==> src/rtl/bit_packer.sv <==
// =============================================================================
// Module   : bit_packer
// Brief    : Packs 0-8 bit fields LSB-first into a 15-bit span and emits bytes
//            on a valid/ready stream; flush drains residue as a padded byte.
// Revision : 1.0 - initial release
// =============================================================================
`default_nettype none

module bit_packer (
    input  logic       clk,
    input  logic       rst_n,
    input  logic       in_valid,
    output logic       in_ready,
    input  logic [7:0] in_data,
    input  logic [3:0] in_len,
    input  logic       flush,
    output logic       out_valid,
    input  logic       out_ready,
    output logic [7:0] out_data,
    output logic       out_last,
    output logic       flush_done
);

    localparam logic [3:0] c_BYTE = 4'd8;

    typedef enum logic [0:0] {
        RUN   = 1'b0,
        FLUSH = 1'b1
    } state_t;

    state_t      r_state;
    logic [14:0] r_acc;
    logic [3:0]  r_cnt;
    logic        r_flush_done;

    logic        w_out_fire;
    logic        w_in_fire;
    logic [3:0]  w_len;
    logic [7:0]  w_mask;
    logic [7:0]  w_field;
    logic [14:0] w_acc_shift;
    logic [3:0]  w_cnt_shift;
    logic [14:0] w_acc_next;
    logic [3:0]  w_cnt_next;

    assign out_data   = r_acc[7:0];
    assign out_valid  = (r_cnt >= c_BYTE) || ((r_state == FLUSH) && (r_cnt != 4'd0));
    assign out_last   = (r_state == FLUSH) && (r_cnt <= c_BYTE) && (r_cnt != 4'd0);
    assign flush_done = r_flush_done;

    // A full accumulator only takes a field when a byte leaves in the same cycle.
    assign in_ready   = (r_state == RUN) && !flush && ((r_cnt < c_BYTE) || out_ready);

    assign w_out_fire = out_valid && out_ready;
    assign w_in_fire  = in_valid && in_ready;
    assign w_len      = (in_len > c_BYTE) ? c_BYTE : in_len;

    always_comb begin
        w_mask = 8'h00;
        for (int i = 0; i < 8; i++) begin
            w_mask[i] = (4'(i) < w_len);
        end
    end

    assign w_field = in_data & w_mask;

    // Outgoing byte is removed first so the new field lands just above the survivors.
    assign w_acc_shift = w_out_fire ? {8'h00, r_acc[14:8]} : r_acc;
    assign w_cnt_shift = w_out_fire ? ((r_cnt >= c_BYTE) ? (r_cnt - c_BYTE) : 4'd0) : r_cnt;
    assign w_acc_next  = w_in_fire ? (w_acc_shift | (15'(w_field) << w_cnt_shift)) : w_acc_shift;
    assign w_cnt_next  = w_in_fire ? (w_cnt_shift + w_len) : w_cnt_shift;

    always_ff @(posedge clk or negedge rst_n) begin
        if (!rst_n) begin
            r_state      <= RUN;
            r_acc        <= 15'd0;
            r_cnt        <= 4'd0;
            r_flush_done <= 1'b0;
        end else begin
            r_acc        <= w_acc_next;
            r_cnt        <= w_cnt_next;
            r_flush_done <= 1'b0;
            case (r_state)
                RUN: begin
                    if (flush) begin
                        // Nothing left once any same-cycle byte leaves: complete at once.
                        if (w_cnt_shift == 4'd0) begin
                            r_flush_done <= 1'b1;
                        end else begin
                            r_state <= FLUSH;
                        end
                    end
                end
                FLUSH: begin
                    if ((w_out_fire && out_last) || (r_cnt == 4'd0)) begin
                        r_state      <= RUN;
                        r_flush_done <= 1'b1;
                    end
                end
                default: r_state <= RUN;
            endcase
        end
    end

endmodule

`default_nettype wire

==> config.mk <==
export PLATFORM = sky130hd
export DESIGN_NAME = bit_packer
export DESIGN_NICKNAME = d
export VERILOG_FILES = /design/src/rtl/bit_packer.sv
export SDC_FILE = /design/constraint.sdc
export NUM_CORES = 1
export LEC_CHECK = 0
export CAP_MARGIN = 15
export CORE_ASPECT_RATIO = 0.8
export CORE_MARGIN = 5
export CORE_UTILIZATION = 45
export CTS_BUF_LIST = sky130_fd_sc_hd__clkbuf_8
export DETAILED_ROUTE_END_ITERATION = 8
export HOLD_SLACK_MARGIN = 0.12
export PLACE_DENSITY = 0.73
export SYNTH_ARGS = -nofsm -noshare
export SYNTH_HDL_FRONTEND = slang
export SYNTH_SLANG_ARGS = --single-unit
export TNS_END_PERCENT = 10
==> constraint.sdc <==
create_clock -name clk -period 1.95 [get_ports clk]
set_clock_uncertainty 0.15 [all_clocks]
set_input_delay 0.195 -clock clk [delete_from_list [all_inputs] [get_ports clk]]
set_output_delay 0.195 -clock clk [all_outputs]
set_load 0.005 [all_outputs]
After elaboration in Yosys (flattened, before gate mapping)
Cells that the tools add are included.
W data, S select, Z words.
{"block": "totals", "wordCells": 51, "mem_bits_ro": 0, "register_bits": 21, "output_inout_bits": 12, "mem_count": 0, "latchBits": 0, "mem_bits_rw": 0}
{"block": "op_classes", "n_div": 0, "shifts": 1, "n_mux": 14, "add_sub_neg": 2, "n_eq_ne": 0, "reduce_logical": 15, "bitwise": 3, "n_mul": 0, "magnitude_cmp": 12}
{"operator": "$mux W15", "n": 2}
{"operator": "$lt A3 B4 Y1 const A", "n": 4}
{"operator": "$mux W4", "n": 4}
{"operator": "$or A15 B15 Y15", "n": 1}
{"operator": "$shl A8 B4 Y15", "n": 1}
{"operator": "$and A8 B8 Y8", "n": 1}
{"operator": "$logic_and A1 B1 Y1", "n": 8}
{"operator": "$logic_not A4 Y1", "n": 2}
{"operator": "$lt A1 B4 Y1 const A", "n": 2}
{"operator": "$lt A2 B4 Y1 const A", "n": 2}
{"operator": "$mux W1", "n": 6}
{"operator": "$add A4 B4 Y4", "n": 1}
{"operator": "$ge A4 B4 Y1 const B", "n": 1}
{"operator": "$gt A4 B4 Y1 const B", "n": 1}
{"operator": "$le A4 B4 Y1 const B", "n": 1}
{"operator": "$lt A4 B4 Y1 const B", "n": 1}
{"operator": "$pmux W1 S2", "n": 2}
{"operator": "$reduce_bool A4 Y1", "n": 1}
{"operator": "$sub A4 B4 Y4 const B", "n": 1}
{"operator": "$logic_or A1 B1 Y1", "n": 3}
{"operator": "$logic_not A1 Y1", "n": 1}
{"operator": "$not A1 Y1", "n": 1}

Longest topological paths before layout
{"block": "logic_depth", "ltp_word": 9, "depth_mapped": 9}

Worst setup path after synthesis
OpenSTA, ideal clock, no wires.
{"block": "synth_timing", "path_kind": "register to register", "from": "register r_cnt[3]", "to": "register r_cnt[3]", "t_required_ns": 1.671, "setup_slack_ns": -0.096, "t_arrival_ns": 1.767, "setup_ns": 0.129, "synth_period_minus_slack_ns": 2.046, "path_stages_with_launch": 9, "n_path_buf": 0, "path_cell_list": "dfrtp_1 -> nand3b_4 -> nand2_2 -> inv_1 -> ha_1 -> a41o_2 -> a21oi_1 -> xor2_1 -> o21ai_0"}
{"block": "synth_via", "elab_chain_len": 7}
{"element": "start, declared", "line": "33", "source": "logic [3:0] r_cnt;"}
{"element": "start signal, assigned", "line": "81", "source": "r_cnt <= w_cnt_next;"}
{"element": "parallel branches: the longest is 6 deep, another holds $sub A4 B4 Y4"}
{"element": "$mux W4 (*)", "line": "71", "source": "assign w_cnt_next = w_in_fire ? (w_cnt_shift + w_len) : w_cnt_shift;"}
{"element": "via w_cnt_next[3]", "line": "44", "source": "logic [3:0] w_cnt_next;"}
Mark *: on every way through the listed nets, which the timed path passes.

Worst setup path in the final report
{"block": "layout_timing", "from": "register r_cnt[1]", "to": "register r_cnt[3]"}
Same word-level chain as after synthesis.

==> run_summary.xml <==
<?xml version="1.0" encoding="UTF-8"?>
<metrics>
  <group name="detailed_routing">
    <metric name="ant_nets" unit="">0</metric>
    <metric name="drt_first_iter_violations" unit="">101</metric>
    <metric name="detail_route.drc_violations" unit="">0</metric>
    <metric name="wl" unit="um">4070</metric>
    <metric name="number_of_vias_per_cell" unit="">5.69</metric>
    <metric name="via_count" unit="">1468</metric>
    <metric name="firstDrtPassIters" unit="">4</metric>
    <metric name="route.detailed.wl_per_inst" unit="um">15.8</metric>
  </group>
  <group name="worst_setup_path">
    <metric name="worst_setup_path_start_kind" unit="">register</metric>
    <metric name="rr_endpoint" unit="">r_cnt[3]</metric>
    <metric name="timing.critical_path.slowest_stage_cell" unit="">dfrtp_2</metric>
    <metric name="crit_family" unit="">compound AO/OA/AOI/OAI gates</metric>
    <metric name="r2r-start" unit="">r_cnt[1]</metric>
    <metric name="path_cells" unit="">buf_4 &gt; nand2_4 &gt; inv_2 &gt; ha_1 &gt; a41o_2 &gt; a21oi_2 &gt; xor2_1 &gt; o21ai_0</metric>
    <metric name="ff2ff_setup_slack" unit="ps">60</metric>
    <metric name="cpPeakStageDelay" unit="ps">430</metric>
    <metric name="worstPathMaxFanout" unit="">4</metric>
    <metric name="worstSetupPathType" unit="">register to register</metric>
    <metric name="critPathLaunch" unit="">r_cnt[1]</metric>
    <metric name="crit_end" unit="">r_cnt[3]</metric>
    <metric name="count_of_cell_instances_traversed_by_the_critical_path" unit="">8</metric>
    <metric name="r2r.worst_path.cells" unit="">8</metric>
    <metric name="worst_ep_required_time" unit="ps">1950</metric>
    <metric name="critical_path.n_buffers_inverters" unit="">2</metric>
    <metric name="end_kind" unit="">register</metric>
    <metric name="worst_ep_arrival_time" unit="ps">1890</metric>
  </group>
  <group name="grt">
    <metric name="antenna_found_initial" unit="">0</metric>
    <metric name="grt_first_pass_wirelength" unit="um">6940</metric>
    <metric name="grt.overflow.total" unit="">0</metric>
    <metric name="vias_in_the_first_global_route" unit="">1469</metric>
    <metric name="grt_max_degree" unit="">22</metric>
    <metric name="grt_usage" unit="%">18.6</metric>
  </group>
  <group name="cts">
    <metric name="cts_buffer_count" unit="">3</metric>
    <metric name="numClockSinks" unit="">21</metric>
    <metric name="cts_max_level" unit="">1</metric>
    <metric name="clk_transition_reported_paths" unit="ps">80</metric>
    <metric name="tritoncts" unit="">yes</metric>
    <metric name="clock-root-buffer" unit="">clkbuf_8</metric>
    <metric name="worstSkewPairLatency" unit="ps">270</metric>
    <metric name="max-clock-path-buffers" unit="">2</metric>
    <metric name="hold_bufs_at_cts" unit="">0</metric>
  </group>
  <group name="final_layout">
    <metric name="finalNonFillerCells" unit="">258</metric>
    <metric name="stdcell_area" unit="sq mm">0.00211</metric>
    <metric name="post_route_cells_drive_above_1_share" unit="%">26.4</metric>
    <metric name="utilization" unit="%">62.4</metric>
    <metric name="area_growth_syn_to_layout" unit="%">36.7</metric>
    <metric name="layout.nets" unit="">237</metric>
    <metric name="n_antenna_cell" unit="">0</metric>
  </group>
  <group name="power_and_ir_drop">
    <metric name="finalPower" unit="mW">2.45</metric>
    <metric name="power.ir.vdd_worst" unit="mV">0.682</metric>
    <metric name="power_per_cell_area" unit="mW/mm^2">1170</metric>
    <metric name="leakage_power" unit="nW">1.04</metric>
  </group>
  <group name="die">
    <metric name="design.portCount" unit="">29</metric>
    <metric name="die-area" unit="sq mm">0.00470</metric>
    <metric name="die_x" unit="um">75.4</metric>
    <metric name="standard_cell_rows" unit="">19</metric>
    <metric name="fp.dieH" unit="um">62.4</metric>
    <metric name="initial_core_util" unit="%">45.7</metric>
    <metric name="core_region_area" unit="sq mm">0.00338</metric>
  </group>
  <group name="sta">
    <metric name="whs" unit="ps">124</metric>
    <metric name="setup_violations" unit="">0</metric>
    <metric name="slew_viol_final" unit="">0</metric>
    <metric name="tightest_slew" unit="ps">370</metric>
    <metric name="final-hold-violation-count" unit="">0</metric>
    <metric name="clock.fmax" unit="GHz">0.528</metric>
    <metric name="fin_crit_period" unit="ps">1890</metric>
    <metric name="final.period_utilization" unit="%">97.1</metric>
    <metric name="max_slew_margin" unit="%">74.6</metric>
  </group>
  <group name="placed_design">
    <metric name="dp.final_hpwl" unit="um">3110</metric>
    <metric name="post_dp_cell_area" unit="sq mm">0.00200</metric>
    <metric name="globalplace.congestion" unit="">0.961</metric>
    <metric name="port_buffers" unit="">28</metric>
    <metric name="placedCellCount" unit="">249</metric>
  </group>
  <group name="synth">
    <metric name="synthesized_cell_area" unit="sq mm">0.00154</metric>
    <metric name="postSynthCellCount" unit="">164</metric>
    <metric name="average_footprint_of_a_synthesized_cell" unit="sq um">9.40</metric>
    <metric name="ys_ff_latch" unit="">21</metric>
    <metric name="ys_types" unit="">47</metric>
    <metric name="sequential_to_total_area_share_from_yosys_stat" unit="%">34.1</metric>
    <metric name="mappedNetlistNets" unit="">184</metric>
    <metric name="synthesis.yosys.warnings" unit="">0</metric>
  </group>
  <group name="worst_hold_path">
    <metric name="worst_hold_path_type" unit="">input port to asynchronous set/reset pin</metric>
  </group>
  <group name="run">
    <metric name="maxCapViolCount" unit="">0</metric>
  </group>
  <group name="run_status">
    <metric name="run_status" unit="">finished, final reports clean</metric>
  </group>
</metrics>
==> worst reg2reg max path, cell delays in order (launching register included) <==
cell	delay [ps]
dfrtp_2	430
buf_4	170
nand2_4	70
inv_2	30
ha_1	260
a41o_2	250
a21oi_2	140
xor2_1	170
o21ai_0	100
==> layout make-up <==
type,count,area (sq um)
fillers,288,1270
multi-input cells,124,912
repair buffers,63,551
flip-flops and latches,21,531
well taps,42,52.6
clock buffers,3,41.3
inverters,4,15.0
clock inverters,1,5.00
==> routing by layer <==
layer  track usage [%]  share of wire (%)
met1              26.2                 45
met5                 0                  0
met3              3.71                6.8
met2              28.9                 47
met4              4.80               0.93
==> kinds of logic after synthesis <==
family / share of synthesized area [%]
and+or+nand+nor: 17.2
adders and majority gates: 2.92
DFF: 34.1
xor gates and xnor gates: 2.27
muxes: 13.6
AOI/OAI and AO/OA: 21.0
buffers and inverters: 8.85
==> what timing repair did <==
action,4_1_cts,5_1_grt
pin swaps,1,0
gates resized for setup,8,4
setup buffers,5,0
endpoints found under the hold margin,0,0
setup endpoints to repair,4,3
==> flip-flops by register name, indices dropped and copies added (netlist names) <==
name and count:
r_cnt 4, flush_done 1, r_acc 15, r_state 1
==> stage by stage <==
step                      TNS [ps]  worst slack (ps)
after floorplan                  0              1.08
after global placement        -954              -164
after detailed placement     -1760              -255
after CTS                        0              41.1
after global routing        -0.592            -0.592
final                            0              57.3
==> cell usage after synthesis (all sizes together) <==
cell	number	area share, %
dfrtp	21	34
nand3b	1	1.3
a32oi	3	1.7
a21boi	1	0.49
a211o	1	0.57
a21oi	6	1.9
o221a	1	0.73
inv	4	0.97
ha	2	1.6
o221ai	2	1.1
buf	14	7.6
nor4	1	0.41
xor2	3	1.7
a41o	1	0.73
xnor2	1	0.57
and2	4	1.8
fa	1	1.3
o41ai	1	0.57
nor3	3	1.7
o31ai	2	1.3
nor2	11	2.7
nand2	20	5.2
o211ai	3	1.5
or2b	1	0.49
a22oi	4	1.9
a32o	1	0.65
o21ai	13	4.2
clkbuf	1	0.24
nor2b	2	0.81
nand4	1	0.41
and2b	1	0.49
a22o	1	0.57
and3	3	1.3
a211oi	1	0.49
o22ai	2	0.81
mux2i	21	14
o21bai	1	0.73
a21o	1	0.49
o21a	1	0.49
nand3	2	0.65
==> worst min-delay path by stage <==
stage | from | end | slack, ps | depth (start not counted)
after CTS | rst_n | r_cnt[3] | 130 | 2
after detailed placement | r_acc[12] | r_acc[12] | 340 | 2
after global placement | r_acc[11] | r_acc[11] | 320 | 2
final | rst_n | r_cnt[3] | 120 | 2
after floorplan | rst_n | flush_done | -250 | 0
after global routing | rst_n | flush_done | 140 | 2
==> where the power goes <==
| part | switching (mW) | internal [mW] | leakage [nW] |
|---|---|---|---|
| Clock | 0.154 | 0.143 | 0.0255 |
| Sequential | 0.125 | 0.602 | 0.269 |
| Combinational | 0.664 | 0.767 | 0.742 |
==> layout by cell type, fill, tap and decap left out, types with 4 or more instances in the layout <==
cell	n
a22oi_1	4
o21ai_0	13
dlygate4sd2_1	4
a21oi_1	5
mux2i_1	21
dfrtp_1	17
buf_4	34
clkdlybuf4s50_1	24
dfrtp_2	4
nor2_1	11
nand2_1	18
Note: power is estimated with default switching activity, not from simulation.
